[src/rtl/conv_seq_pkg.sv]
// Shared definitions for the convolution instruction sequencer:
// instruction-word bit positions, the idle word and the FSM state type.
package conv_seq_pkg;

    localparam int INST_W     = 34;
    localparam int FIELD_AW   = 11;   // address field width inside inst

    localparam int B_ACC      = 33;
    localparam int B_CEN_P    = 32;
    localparam int B_WEN_P    = 31;
    localparam int B_AP_HI    = 30;
    localparam int B_AP_LO    = 20;
    localparam int B_CEN_X    = 19;
    localparam int B_WEN_X    = 18;
    localparam int B_AX_HI    = 17;
    localparam int B_AX_LO    = 7;
    localparam int B_OFIFO_RD = 6;
    localparam int B_IFIFO_WR = 5;
    localparam int B_IFIFO_RD = 4;
    localparam int B_L0_RD    = 3;
    localparam int B_L0_WR    = 2;
    localparam int B_EXEC     = 1;
    localparam int B_LOAD     = 0;

    // Both SRAMs deselected (active-low CEN/WEN high), every strobe low.
    localparam logic [INST_W-1:0] INST_IDLE = 34'h1_800C_0000;

    typedef enum logic [2:0] {
        IDLE, W_RD, W_LOAD, W_GAP, X_EXEC, DRAIN, NEXT, DONE
    } state_t;

endpackage

[src/rtl/seq_ofifo_drain.sv]
// OFIFO-to-psum drain engine: counts rows read for the current kernel
// position, enforces one idle cycle between reads and generates the
// psum write address kij*len_nij + rd_cnt.
module seq_ofifo_drain #(
    parameter int len_nij = 36,
    parameter int addr_w  = 11,
    parameter int kij_w   = 4
) (
    input  logic              clk,
    input  logic              reset,
    input  logic              clear,
    input  logic              enable,
    input  logic              ofifo_valid,
    input  logic [kij_w-1:0]  kij,
    output logic              fire,
    output logic [addr_w-1:0] a_pmem,
    output logic              rd_done
);

    localparam int CW = $clog2(len_nij + 1);

    logic [CW-1:0] rd_cnt;
    logic          rd_prev;

    // A read issued last cycle has not reached the core yet (inst is
    // registered), so ofifo_valid may still reflect the row just taken.
    assign fire    = enable && ofifo_valid && !rd_prev && (rd_cnt < CW'(len_nij));
    assign rd_done = (rd_cnt == CW'(len_nij));
    assign a_pmem  = addr_w'(int'(kij) * len_nij + int'(rd_cnt));

    // Row counter and read-spacing flag, cleared between kernel positions.
    always_ff @(posedge clk) begin
        if (reset || clear) begin
            rd_cnt  <= '0;
            rd_prev <= 1'b0;
        end else begin
            rd_prev <= fire;
            if (fire) rd_cnt <= rd_cnt + 1'b1;
        end
    end

endmodule

[src/rtl/conv_inst_sequencer.sv]
// Autonomous instruction sequencer for the systolic core: per kernel
// position loads weights into the PE array, streams activations through
// execute and drains the OFIFO into psum SRAM. Every output is registered.
module conv_inst_sequencer
    import conv_seq_pkg::*;
#(
    parameter int row        = 8,
    parameter int col        = 8,
    parameter int len_nij    = 36,
    parameter int len_kij    = 9,
    parameter int addr_w     = 11,
    parameter int w_base     = 1024,
    parameter int gap_cycles = 10,
    parameter int drain_max  = 64
) (
    input  logic              clk,
    input  logic              reset,
    input  logic              start,
    input  logic              abort,
    input  logic              ofifo_valid,
    output logic [INST_W-1:0] inst,
    output logic              busy,
    output logic              done,
    output logic              err,
    output logic [3:0]        kij_idx
);

    localparam int CNT_W = 16;

    state_t            state, state_nxt;
    logic [CNT_W-1:0]  cnt, cnt_nxt;
    logic [3:0]        kij_nxt;
    logic              err_nxt;
    logic [INST_W-1:0] inst_nxt;

    logic              drain_en, drain_clr, fire, rd_done;
    logic [addr_w-1:0] a_pmem;

    assign drain_en  = (state == X_EXEC || state == DRAIN) && !abort;
    assign drain_clr = (state == IDLE) || (state == NEXT) || abort;

    seq_ofifo_drain #(
        .len_nij (len_nij),
        .addr_w  (addr_w),
        .kij_w   (4)
    ) u_drain (
        .clk         (clk),
        .reset       (reset),
        .clear       (drain_clr),
        .enable      (drain_en),
        .ofifo_valid (ofifo_valid),
        .kij         (kij_idx),
        .fire        (fire),
        .a_pmem      (a_pmem),
        .rd_done     (rd_done)
    );

    // Next-state, counters and next instruction word.
    always_comb begin
        state_nxt = state;
        cnt_nxt   = cnt;
        kij_nxt   = kij_idx;
        err_nxt   = err;
        inst_nxt  = INST_IDLE;
        if (state != IDLE && abort) begin
            state_nxt = IDLE;
            cnt_nxt   = '0;
        end else begin
            case (state)
                IDLE: begin
                    if (start) begin
                        state_nxt = W_RD;
                        cnt_nxt   = '0;
                        kij_nxt   = '0;
                        err_nxt   = 1'b0;
                    end
                end
                W_RD: begin
                    if (cnt < CNT_W'(col)) begin
                        inst_nxt[B_CEN_X]         = 1'b0;
                        inst_nxt[B_AX_HI:B_AX_LO] = FIELD_AW'(w_base + int'(cnt));
                    end
                    // SRAM data lands one cycle after its address.
                    if (cnt >= CNT_W'(1)) inst_nxt[B_L0_WR] = 1'b1;
                    if (cnt == CNT_W'(col)) begin
                        state_nxt = W_LOAD;
                        cnt_nxt   = '0;
                    end else begin
                        cnt_nxt = cnt + 1'b1;
                    end
                end
                W_LOAD: begin
                    inst_nxt[B_L0_RD] = 1'b1;
                    inst_nxt[B_LOAD]  = 1'b1;
                    if (cnt == CNT_W'(col + row - 1)) begin
                        state_nxt = W_GAP;
                        cnt_nxt   = '0;
                    end else begin
                        cnt_nxt = cnt + 1'b1;
                    end
                end
                W_GAP: begin
                    if (cnt == CNT_W'(gap_cycles - 1)) begin
                        state_nxt = X_EXEC;
                        cnt_nxt   = '0;
                    end else begin
                        cnt_nxt = cnt + 1'b1;
                    end
                end
                X_EXEC: begin
                    if (cnt < CNT_W'(len_nij)) begin
                        inst_nxt[B_CEN_X]         = 1'b0;
                        inst_nxt[B_AX_HI:B_AX_LO] = FIELD_AW'(cnt);
                    end
                    if (cnt >= CNT_W'(1) && cnt <= CNT_W'(len_nij))
                        inst_nxt[B_L0_WR] = 1'b1;
                    if (cnt >= CNT_W'(2)) begin
                        inst_nxt[B_L0_RD] = 1'b1;
                        inst_nxt[B_EXEC]  = 1'b1;
                    end
                    if (cnt == CNT_W'(len_nij + 1)) begin
                        state_nxt = DRAIN;
                        cnt_nxt   = '0;
                    end else begin
                        cnt_nxt = cnt + 1'b1;
                    end
                end
                DRAIN: begin
                    if (rd_done) begin
                        state_nxt = NEXT;
                        cnt_nxt   = '0;
                    end else if (cnt == CNT_W'(drain_max - 1)) begin
                        err_nxt   = 1'b1;
                        state_nxt = NEXT;
                        cnt_nxt   = '0;
                    end else begin
                        cnt_nxt = cnt + 1'b1;
                    end
                end
                NEXT: begin
                    if (kij_idx < 4'(len_kij - 1)) begin
                        kij_nxt   = kij_idx + 1'b1;
                        state_nxt = W_RD;
                        cnt_nxt   = '0;
                    end else begin
                        state_nxt = DONE;
                    end
                end
                DONE:    state_nxt = IDLE;
                default: state_nxt = IDLE;
            endcase
        end
        // Psum write rides on top of whatever the main FSM issues.
        if (fire) begin
            inst_nxt[B_OFIFO_RD]      = 1'b1;
            inst_nxt[B_CEN_P]         = 1'b0;
            inst_nxt[B_WEN_P]         = 1'b0;
            inst_nxt[B_ACC]           = 1'b0;
            inst_nxt[B_AP_HI:B_AP_LO] = FIELD_AW'(a_pmem);
        end
    end

    // State and registered outputs.
    always_ff @(posedge clk) begin
        if (reset) begin
            state   <= IDLE;
            cnt     <= '0;
            kij_idx <= '0;
            err     <= 1'b0;
            inst    <= INST_IDLE;
            busy    <= 1'b0;
            done    <= 1'b0;
        end else begin
            state   <= state_nxt;
            cnt     <= cnt_nxt;
            kij_idx <= kij_nxt;
            err     <= err_nxt;
            inst    <= inst_nxt;
            busy    <= (state_nxt != IDLE);
            done    <= (state_nxt == DONE);
        end
    end

endmodule

[config.mk]
export PLATFORM = sky130hd
export DESIGN_NAME = conv_inst_sequencer
export DESIGN_NICKNAME = d
export VERILOG_FILES = /design/src/rtl/conv_seq_pkg.sv /design/src/rtl/seq_ofifo_drain.sv /design/src/rtl/conv_inst_sequencer.sv
export SDC_FILE = /design/constraint.sdc
export NUM_CORES = 1
export LEC_CHECK = 0
export ABC_AREA = 1
export CORE_UTILIZATION = 30
export DETAILED_ROUTE_END_ITERATION = 8
export DONT_BUFFER_PORTS = 1
export GPL_ROUTABILITY_DRIVEN = 0
export PLACE_DENSITY = 0.54
export SLEW_MARGIN = 20
export SYNTH_ARGS = -nofsm -noshare
export SYNTH_HDL_FRONTEND = slang
export SYNTH_HIERARCHICAL = 1
export SYNTH_SLANG_ARGS = --single-unit
[constraint.sdc]
create_clock -name clk -period 1.8 [get_ports clk]
set_clock_uncertainty 0.15 [all_clocks]
set_input_delay 0.54 -clock clk [delete_from_list [all_inputs] [get_ports clk]]
set_output_delay 0.54 -clock clk [all_outputs]
set_load 0.05 [all_outputs]
==> flow_summary.toml <==
[yosys]
yosysMostFrequentCell = "nand2_1"
netlist_top_cells_area = "dfxtp_1, nand2_1, inv_1, nor2_1, nand3_1"
synthFlopType = "dfxtp_1"
synth_edf_count = 0
synth_largest_area_cell = "dfxtp_1"
yosys_warnings = 6
synth_seq_cells = 62
syn-cell-area_sq_um = 3420
yosysSeqAreaShare_pct = 36.3
avgSynthCellArea_sq_um = 7.01
synthDistinctLibCells = 36
async_flop_share_pct = 0
synth.top_cell.area_share_pct = 36.3
ys_top_cells_by_count = "nand2_1, dfxtp_1, inv_1, nor2_1, nand3_1"
synthCells = 488

[worst_setup_path]
critPathLaunchType = "flip-flop"
crit_type = "reg2reg"
arrival_ns = 1.88
critPathRequiredTime_ns = 1.88
crit_fanout = 5
crit_path_end_kind = "flip-flop"

[run_status]
status = "completed"

[route]
routed_wl_um = 8470
viasPerCell = 4.66
drtIter0Drc = 171
vias = 3232
avgRoutedWirePerCell_um = 12.2
ant_nets = 0
firstDrtPassIters = 4
drc = 0

[sta]
hold_viol = 0
fin_ws_ns = 0.00984
whs_ns = 0.107
rsz0062_at_grt = "yes"
fin_crit_ns = 1.79
setup_violations = 0
fmax_ghz = 0.559
report.final.slew_viol_count = 0
fin_crit_sh_pct = 99.5
maxSlewHeadroom_pct = 63.1
tightest_slew_ns = 0.547

[cts]
root_buffer = "clkbuf_16"
clk_pin_slew_ns = 0.06
htreeDepth = 3
cts-hold-fix-buffers = 0
clock_path_buffers = 2
cts_made_buffers = 9
clk_latency_ns = 0.34
cts_tree = "built"
cts_sinks = 62

[power_and_ir_drop]
total_power_w = 0.00347
ir_worst_vdd_v = 0.000709
clkPwrFrac_pct = 48.6
leakage_nw = 2.03
pwr-share-seq_pct = 42.2
powerDensity_nw_per_um2 = 758
p_sw_share_pct = 25.7
p_int_w = 0.00257
p_comb_share_pct = 9.2
p_switching_w = 0.000892

[cells_and_area]
drive_gt1_share_pct = 32.9
finalInstanceArea_sq_um = 4570
nets = 567
antenna_cells = 0
final_cells = 693
areaGrowthSynthToFinish_pct = 33.6

[grt]
grt_pass1_wl_um = 13300
grt_pass1_vias = 2917
antenna_found_initial = 0
grt_usage_pct = 14.6
grt.overflow.total = 0
grt_max_degree = 16

[place]
hpwl_um = 6220
placed_area_sq_um = 3920
dp_slack_ns = -0.00553
port_buffers = 0
placed_cells = 665

[floorplanning]
io_pins = 46
die_h_um = 109
rows = 38
start_util_pct = 31.2
die_x_um = 109
core_area_sq_um = 11000
die-area_sq_um = 11800

[flow_run]
cap_violations = 0

[worst_hold_path]
hp-class = "in2reg"
==> placed cells by master, fill, tap and decap left out, types with 2 or more instances in the layout <==
master,count
nand3_2,7
nand2_1,93
nand2_2,22
ha_4,8
nand4_1,9
inv_2,14
conb_1,8
dfxtp_1,44
nor2_2,11
nand2_4,8
buf_6,3
inv_4,5
buf_4,49
inv_1,54
o21bai_1,5
nand3b_1,3
or2_1,4
clkinv_2,2
ha_1,5
nor3_1,10
o21ai_1,3
a21oi_2,2
nand3_1,36
clkbuf_16,10
nor2_4,8
a21oi_1,26
clkbuf_1,3
dfxtp_2,12
buf_12,2
nor3_2,5
o21ai_0,8
nor2_1,50
nand3_4,2
dfxtp_4,6
xor2_1,6
==> per-layer routing <==
layer	global-route usage [%]	wire (um)	vias to the layer above
li1	-	-	1654
met1	18.2	3920	1487
met2	23.2	3960	80
met3	4.42	439	11
met4	6.27	148	0
met5	0	0	-
==> through the flow <==
stage	TNS [ns]	util [%]
finish	0	41.6
global placement	0	35.7
CTS	0	38.5
detailed placement	-0.00922	35.7
global route	-0.486	41.6
floorplan	-0.000419	-
==> final cells by class <==
cell class / count / area, sq um
Inverter: 74 / 290
Tap cell: 140 / 175
Sequential cell: 62 / 1280
Timing Repair Buffer: 55 / 467
Multi-Input combinational cell: 346 / 2080
Fill cell: 1102 / 6410
Clock inverter: 4 / 48.8
Clock buffer: 12 / 236
==> flip-flops by register name (all words and copies together), names as in the netlist <==
register         flops
done                 1
state                3
u_drain/rd_prev      1
u_drain/rd_cnt       6
kij_idx              4
cnt                 16
err                  1
busy                 1
inst                29
==> power by group through the flow <==
| stage | logic (W) | clock network, W | registers, W |
|---|---|---|---|
| after detailed placement | 0.000280 | 0 | 0.00149 |
| after CTS | 0.000284 | 0.00172 | 0.00146 |
| after global placement | 0.000282 | 0 | 0.00149 |
| after floorplan | 0.000189 | 0 | 0.00150 |
| final | 0.000319 | 0.00168 | 0.00146 |
| after global routing | 0.000349 | 0.00178 | 0.00147 |
==> path summary, 6_finish.rpt <==
check,start,end,slack (ns),cells past startpoint
worst min-delay path,reset,state[1],0.11,1
worst min register to register,u_drain/rd_cnt[5],u_drain/rd_cnt[5],0.35,2
worst max-delay path,u_drain/rd_cnt[0],cnt[5],0.01,12
worst max register to register,u_drain/rd_cnt[0],cnt[5],0.01,12
==> cell families after synthesis <==
family	after synthesis	synth area share [%]
other cells	2	0.219
compound gates	45	7.02
fa+ha+maj	14	5.34
flops	62	36.3
xor+xnor	7	1.79
buf+inv	87	11.0
simple gates	271	38.4
==> critical path, stage by stage (launching register included) <==
cell     delay (ns)
dfxtp_2        0.32
inv_2          0.07
ha_4           0.12
nand3_2        0.05
nor3_2         0.20
buf_4          0.15
nor2_4         0.04
nand2_2        0.08
nand2_4        0.07
nor2_4         0.19
nand2_4        0.13
nand2_2        0.09
inv_2          0.03
==> repair_timing <==
item / 4_1_cts / 5_1_grt
cloned: 0 / 2
setup buffers: 1 / 9
pin swaps: 3 / 35
gates resized for setup: 4 / 81
setup endpoints to repair: 13 / 34
Note: power is estimated with default switching activity, not from simulation.
